`config.mk`:
```
export PLATFORM = sky130hd
export DESIGN_NAME = regfile_mp
export DESIGN_NICKNAME = d
export VERILOG_FILES = /design/src/rtl/regfile_pkg.sv /design/src/rtl/regfile_rd_port.sv /design/src/rtl/regfile_mp.sv
export SDC_FILE = /design/constraint.sdc
export NUM_CORES = 2
export LEC_CHECK = 0
export BUFFER_PORTS_ARGS = -buffer_cell sky130_fd_sc_hd__buf_2
export CORE_ASPECT_RATIO = 0.5
export CORE_UTILIZATION = 55
export DETAILED_ROUTE_END_ITERATION = 16
export HOLD_SLACK_MARGIN = 0.05
export MAX_ROUTING_LAYER = met4
export PLACE_DENSITY = 0.78
export SLEW_MARGIN = 20
export SYNTH_ARGS = -nofsm -noshare
export SYNTH_HDL_FRONTEND = slang
export SYNTH_SLANG_ARGS = --single-unit
```
`constraint.sdc`:
```
create_clock -name CLK100MHZ -period 77.3 [get_ports CLK100MHZ]
set_clock_uncertainty 0.05 [all_clocks]
set_input_delay 0 -clock CLK100MHZ [delete_from_list [all_inputs] [get_ports CLK100MHZ]]
set_output_delay 0 -clock CLK100MHZ [all_outputs]
set_load 0.02 [all_outputs]
```
`src/rtl/regfile_pkg.sv`:
```
// regfile_pkg: shared definitions for the multi-port register file.
//   calc_depth : number of entries for a given address width
//   ZERO_REG   : index of the hardwired-zero register
//   wr_sel     : resolves two write hits into a one-hot select, wr1 over wr0
package regfile_pkg;

  localparam int ZERO_REG = 0;

  function automatic int calc_depth(input int addr_w);
    return 1 << addr_w;
  endfunction

  // Returns {take_wr1, take_wr0}; at most one bit is set.
  // Used by storage and by the read bypass, so both resolve collisions identically.
  function automatic logic [1:0] wr_sel(input logic hit0, input logic hit1);
    return {hit1, hit0 & ~hit1};
  endfunction

endpackage

```
`src/rtl/regfile_rd_port.sv`:
```
// regfile_rd_port: one combinational read port.
//   rd_addr            : register to read
//   rf, busy_vec       : full storage image (entry 0 is zero) and busy bits
//   wrN_vld/addr/data  : this cycle's qualified writes (for bypass)
//   rd_data, rd_busy   : read result and busy flag of the addressed register
module regfile_rd_port
  import regfile_pkg::*;
#(
  parameter int ADDR_W = 5,
  parameter int DATA_W = 32,
  parameter int BYPASS = 1,
  localparam int DEPTH = calc_depth(ADDR_W)
) (
  input  logic [ADDR_W-1:0]             rd_addr,
  input  logic [DEPTH-1:0][DATA_W-1:0]  rf,
  input  logic [DEPTH-1:0]              busy_vec,
  input  logic                          wr0_vld,
  input  logic [ADDR_W-1:0]             wr0_addr,
  input  logic [DATA_W-1:0]             wr0_data,
  input  logic                          wr1_vld,
  input  logic [ADDR_W-1:0]             wr1_addr,
  input  logic [DATA_W-1:0]             wr1_data,
  output logic [DATA_W-1:0]             rd_data,
  output logic                          rd_busy
);

  localparam logic BYP = (BYPASS != 0);

  logic       hit0, hit1;
  logic [1:0] sel;

  // wrN_vld already excludes address 0, so r0 never bypasses.
  assign hit0 = BYP && wr0_vld && (wr0_addr == rd_addr);
  assign hit1 = BYP && wr1_vld && (wr1_addr == rd_addr);
  assign sel  = wr_sel(hit0, hit1);

  assign rd_data = sel[1] ? wr1_data :
                   sel[0] ? wr0_data : rf[rd_addr];

  // A write landing this cycle retires the pending writeback early.
  assign rd_busy = busy_vec[rd_addr] & ~(hit0 | hit1);

endmodule

```
`src/rtl/regfile_mp.sv`:
```
// regfile_mp: parametrised register file, NUM_RD read ports, two prioritised
// write ports, optional write-to-read bypass and a per-register busy scoreboard.
//   CLK100MHZ, reset         : clock, async active-high reset
//   rd_addr/rd_data/rd_busy  : NUM_RD packed combinational read ports
//   wr0_*, wr1_*             : write ports, wr1 wins on same address
//   rsv_en/rsv_addr          : mark a register busy for a future write
//   busy_vec                 : registered busy bits, bit 0 always 0
module regfile_mp
  import regfile_pkg::*;
#(
  parameter int ADDR_W = 5,
  parameter int DATA_W = 32,
  parameter int NUM_RD = 2,
  parameter int BYPASS = 1,
  localparam int DEPTH = calc_depth(ADDR_W)
) (
  input  logic                     CLK100MHZ,
  input  logic                     reset,
  input  logic [NUM_RD*ADDR_W-1:0] rd_addr,
  output logic [NUM_RD*DATA_W-1:0] rd_data,
  output logic [NUM_RD-1:0]        rd_busy,
  input  logic                     wr0_en,
  input  logic [ADDR_W-1:0]        wr0_addr,
  input  logic [DATA_W-1:0]        wr0_data,
  input  logic                     wr1_en,
  input  logic [ADDR_W-1:0]        wr1_addr,
  input  logic [DATA_W-1:0]        wr1_data,
  input  logic                     rsv_en,
  input  logic [ADDR_W-1:0]        rsv_addr,
  output logic [DEPTH-1:0]         busy_vec
);

  localparam logic [ADDR_W-1:0] ZADDR = ADDR_W'(ZERO_REG);

  logic [DEPTH-1:1][DATA_W-1:0] mem_q;
  logic [DEPTH-1:1]             busy_q;
  logic [DEPTH-1:0][DATA_W-1:0] rf;

  logic                         wr0_vld, wr1_vld, rsv_vld;
  logic [DEPTH-1:1][1:0]        wsel;
  logic [DEPTH-1:1]             rsv_hit;

  // Reset gating here also suppresses bypass, so reads are 0 while reset is high.
  assign wr0_vld = wr0_en && (wr0_addr != ZADDR) && !reset;
  assign wr1_vld = wr1_en && (wr1_addr != ZADDR) && !reset;
  assign rsv_vld = rsv_en && (rsv_addr != ZADDR) && !reset;

  always_comb begin
    wsel    = '0;
    rsv_hit = '0;
    for (int i = 1; i < DEPTH; i++) begin
      wsel[i]    = wr_sel(wr0_vld && (wr0_addr == ADDR_W'(i)),
                          wr1_vld && (wr1_addr == ADDR_W'(i)));
      rsv_hit[i] = rsv_vld && (rsv_addr == ADDR_W'(i));
    end
  end

  always_ff @(posedge CLK100MHZ or posedge reset) begin
    if (reset) begin
      mem_q  <= '0;
      busy_q <= '0;
    end else begin
      for (int i = 1; i < DEPTH; i++) begin
        if (wsel[i][1])      mem_q[i] <= wr1_data;
        else if (wsel[i][0]) mem_q[i] <= wr0_data;
        // Reservation beats a same-cycle write: the new producer is still pending.
        if (rsv_hit[i])      busy_q[i] <= 1'b1;
        else if (|wsel[i])   busy_q[i] <= 1'b0;
      end
    end
  end

  assign rf       = {mem_q, {DATA_W{1'b0}}};
  assign busy_vec = {busy_q, 1'b0};

  for (genvar k = 0; k < NUM_RD; k++) begin : g_rd
    regfile_rd_port #(
      .ADDR_W (ADDR_W),
      .DATA_W (DATA_W),
      .BYPASS (BYPASS)
    ) u_rd (
      .rd_addr  (rd_addr[k*ADDR_W +: ADDR_W]),
      .rf       (rf),
      .busy_vec (busy_vec),
      .wr0_vld  (wr0_vld),
      .wr0_addr (wr0_addr),
      .wr0_data (wr0_data),
      .wr1_vld  (wr1_vld),
      .wr1_addr (wr1_addr),
      .wr1_data (wr1_data),
      .rd_data  (rd_data[k*DATA_W +: DATA_W]),
      .rd_busy  (rd_busy[k])
    );
  end

endmodule

```
==> flow_summary.toml <==
[timing]
rsz0062_at_grt = "no"
setup_ws_ns = 72.92
tightest_slew_ns = 1.30
hold_violations = 3
final-max-slew-violation-count = 0
post-route-period-util = 0.0567
maxSlewHeadroom = 0.133
hold_slack_ns = -0.0312
finalSetupViolations = 0
fmax_mhz = 228
finalSetupTns_ns = 0
fin_crit_ns = 4.38

[global_routing]
grt_start_max_net_pins = 174
antenna_found_initial = 20
grt_pass1_vias = 55188
grt_pass1_wl_microns = 372000
grt_use_total = 0.435
grt_overflow = 0

[synthesis]
synth-async-reset-ratio = 1.00
yosys.area_share.simple = 0.101
synth_top_flop_cell = "dfrtp_1"
synth_compound_area_frac = 0.126
synthMuxAreaShare = 0.327
synth_top_family_by_area = "multiplexers"
yosys_warnings = 0
ys_ff_latch = 1023
synth_fa_ha_area_frac = 0
syn_inst = 6579
synth_xor_xnor_area_share = 0.00268
ys_seq_area_frac = 0.391
syn_area_per_cell_sq_um = 9.94
synth_fp_nets = 6673
yosysUniqueCellTypes = 54
synth_edf_count = 0
syn_area_sq_um = 65400

[clock_tree]
insertion_delay_ns = 0.74
h-tree-depth = 3
cts_tree = "done"
post_cts_buffers = 0
cts_sinks = 1023
cts_root_buf = "clkbuf_16"
clk_pin_slew_ns = 0.07
clockBufferDepth = 3
numCtsBuffers = 99

[cells_and_area]
final_common_cell = "mux2i_1"
drive_gt1_frac = 0.162
fin_nets = 6362
syn_to_final_growth_pct = 8.73
final_cell_mix = "mux2i_1, dfrtp_1, nor2_1"

[power]
leakage_nw = 28.6
clkPwrFrac = 0.306
ir_drop_mv = 0.0211
p_int_mw = 1.21
p_sw_mw = 0.580
comb_power_share = 0.259
swShare = 0.324
p_seq_frac = 0.435
powerDensity_nw_per_um2 = 25.2

[detailed_routing]
vias = 57904
totalWireLength_microns = 256000
drt_iter0_markers = 10066
vias_per_cell = 7.26
postRouteAntennaNets = 0
drt_pass1_iterations = 14
drc = 4
wl_per_cell_microns = 32.2

[placed_design]
dp.final_hpwl_microns = 143000
gp_congestion = 1.00
pre_cts_ws_ns = 73.13
io_buffers = 190

[worst_hold_path]
hold_class = "input pin to async pin"

[floorplanning]
initial_utilization = 0.555
coreArea_sq_um = 118000
rows = 89
ios = 192
die_area_sq_um = 120000
die_w_microns = 490
dieHeight_microns = 246

[critical_path]
startpoint_type = "input pin"
required_ns = 77.25
end_kind = "output pin"
crit_fanout = 62
worstSetupPathType = "input pin to output pin"
arrival_ns = 4.33

[outcome]
status = "finished, violations left"
violations = "DRC, hold timing"

[run]
drv_cap = 0
[logic make-up (layout without fill, tap and decap cells)]
group                  Yosys count  in the layout
other                            1             25
buffers and inverters          834            610
multiplexers                  1669           1669
flip-flops                    1023           1023
AND/OR/NAND/NOR               1579           1579
XOR/XNOR                        20             20
AO/OA/AOI/OAI                 1453           1453
[routing by layer]
metal  track usage  wire length, microns  up-vias
met5             -                     0        -
met4         0.302                 22300        0
met3         0.199                 44700     1601
met2         0.581                103000     5349
met1         0.518                 85800    27748
li1              -                     -    23206
[flip-flops by register name, indices dropped and copies added, names as in the netlist]
signal / flops
busy_q: 31
mem_q: 992
[worst max-delay path, stage by stage]
cell      delay, ns
buf_8          0.42
buf_4          0.61
buf_4          0.84
nor2b_1        0.65
a22oi_1        0.19
nand3_1        0.12
nand3_1        0.22
a211oi_1       0.73
o22ai_1        0.23
buf_2          0.23
[cells in the mapped netlist, types with 3 or more instances]
library cell,instances,area (sq um)
nand3b_1,5,37.5
nor3b_1,7,52.6
a211oi_1,13,97.6
and2_1,6,37.5
nand2b_1,17,106
a22o_1,10,87.6
nand3_1,38,190
buf_2,154,771
nand2_1,516,1940
xor2_1,11,96.3
clkbuf_1,537,2020
nor4_2,3,37.5
buf_6,3,33.8
a22oi_1,98,736
xnor2_1,9,78.8
buf_4,10,75.1
nor2b_1,27,169
a2111oi_0,6,52.6
or2_2,3,18.8
mux4_2,367,8270
o22ai_1,55,344
and3_1,8,50.1
inv_1,8,30.0
nor2_1,837,3140
nor4_1,3,18.8
mux2i_1,1234,12400
and3b_1,3,26.3
nand4b_1,4,35.0
a221o_1,29,290
a21oi_1,709,3550
nor3_2,27,270
dfrtp_1,1023,25600
buf_12,3,60.1
a31oi_1,83,519
o21ai_1,30,150
o21ai_0,349,1750
mux2_2,68,766
nand4_1,28,175
a221oi_1,58,508
buf_1,118,443
nor3_1,38,190
a32o_1,8,80.1
[power groups by stage]
| stage | Sequential [mW] | Combinational (mW) | Clock, mW |
|---|---|---|---|
| after floorplan | 0.750 | 0.341 | 0 |
| after global routing | 0.793 | 0.494 | 0.562 |
| after CTS | 0.773 | 0.449 | 0.542 |
| after global placement | 0.773 | 0.424 | 0 |
| final | 0.779 | 0.465 | 0.548 |
| after detailed placement | 0.779 | 0.439 | 0 |
[cell type report]
type | count | area (sq um)
fill | 9322 | 46800
sequential | 1023 | 25600
tap | 1592 | 1990
antenna | 24 | 60.1
multi-input combinational | 4722 | 36800
clock buffer | 146 | 2980
timing repair buffer | 413 | 3000
inverter | 9 | 41.3
clock inverter | 42 | 614
[through the flow]
step | area [sq um] | total power [mW] | hold slack [ns] | util | std cells
floorplan | 65400 | 1.09 | 0.160 | - | 6579
global placement | 66400 | 1.20 | 0.250 | 0.563 | 7651
detailed placement | 66400 | 1.22 | 0.244 | 0.563 | 7651
CTS | 71100 | 1.76 | 0.0529 | 0.603 | 7947
global route | 71100 | 1.85 | 0.0762 | 0.603 | 7965
finish | 71100 | 1.79 | -0.0312 | 0.603 | 7971
[worst paths after layout]
check | startpoint | endpoint | slack, ns | depth (start not counted)
worst max-delay path | rd_addr[5] | rd_data[63] | 72.92 | 10
worst min-delay path | reset | mem_q[93]$_DFFE_PP0P_ | -0.03 | 3
worst max register to register | mem_q[670]$_DFFE_PP0P_ | mem_q[670]$_DFFE_PP0P_ | 75.84 | 3
worst min register to register | busy_q[30]$_DFFE_PP0P_ | busy_q[30]$_DFFE_PP0P_ | 0.51 | 1
max in group asynchronous | reset | mem_q[399]$_DFFE_PP0P_ | 73.84 | 6
min in group CLK100MHZ | wr0_addr[1] | busy_q[23]$_DFFE_PP0P_ | 0.14 | 4
[timing repair]
item | in CTS | in global routing
resized for setup | 0 | 0
hold buffers | 108 | 0
endpoints found under the hold margin | 1150 | 0
Power figures use the tool's default switching activity.
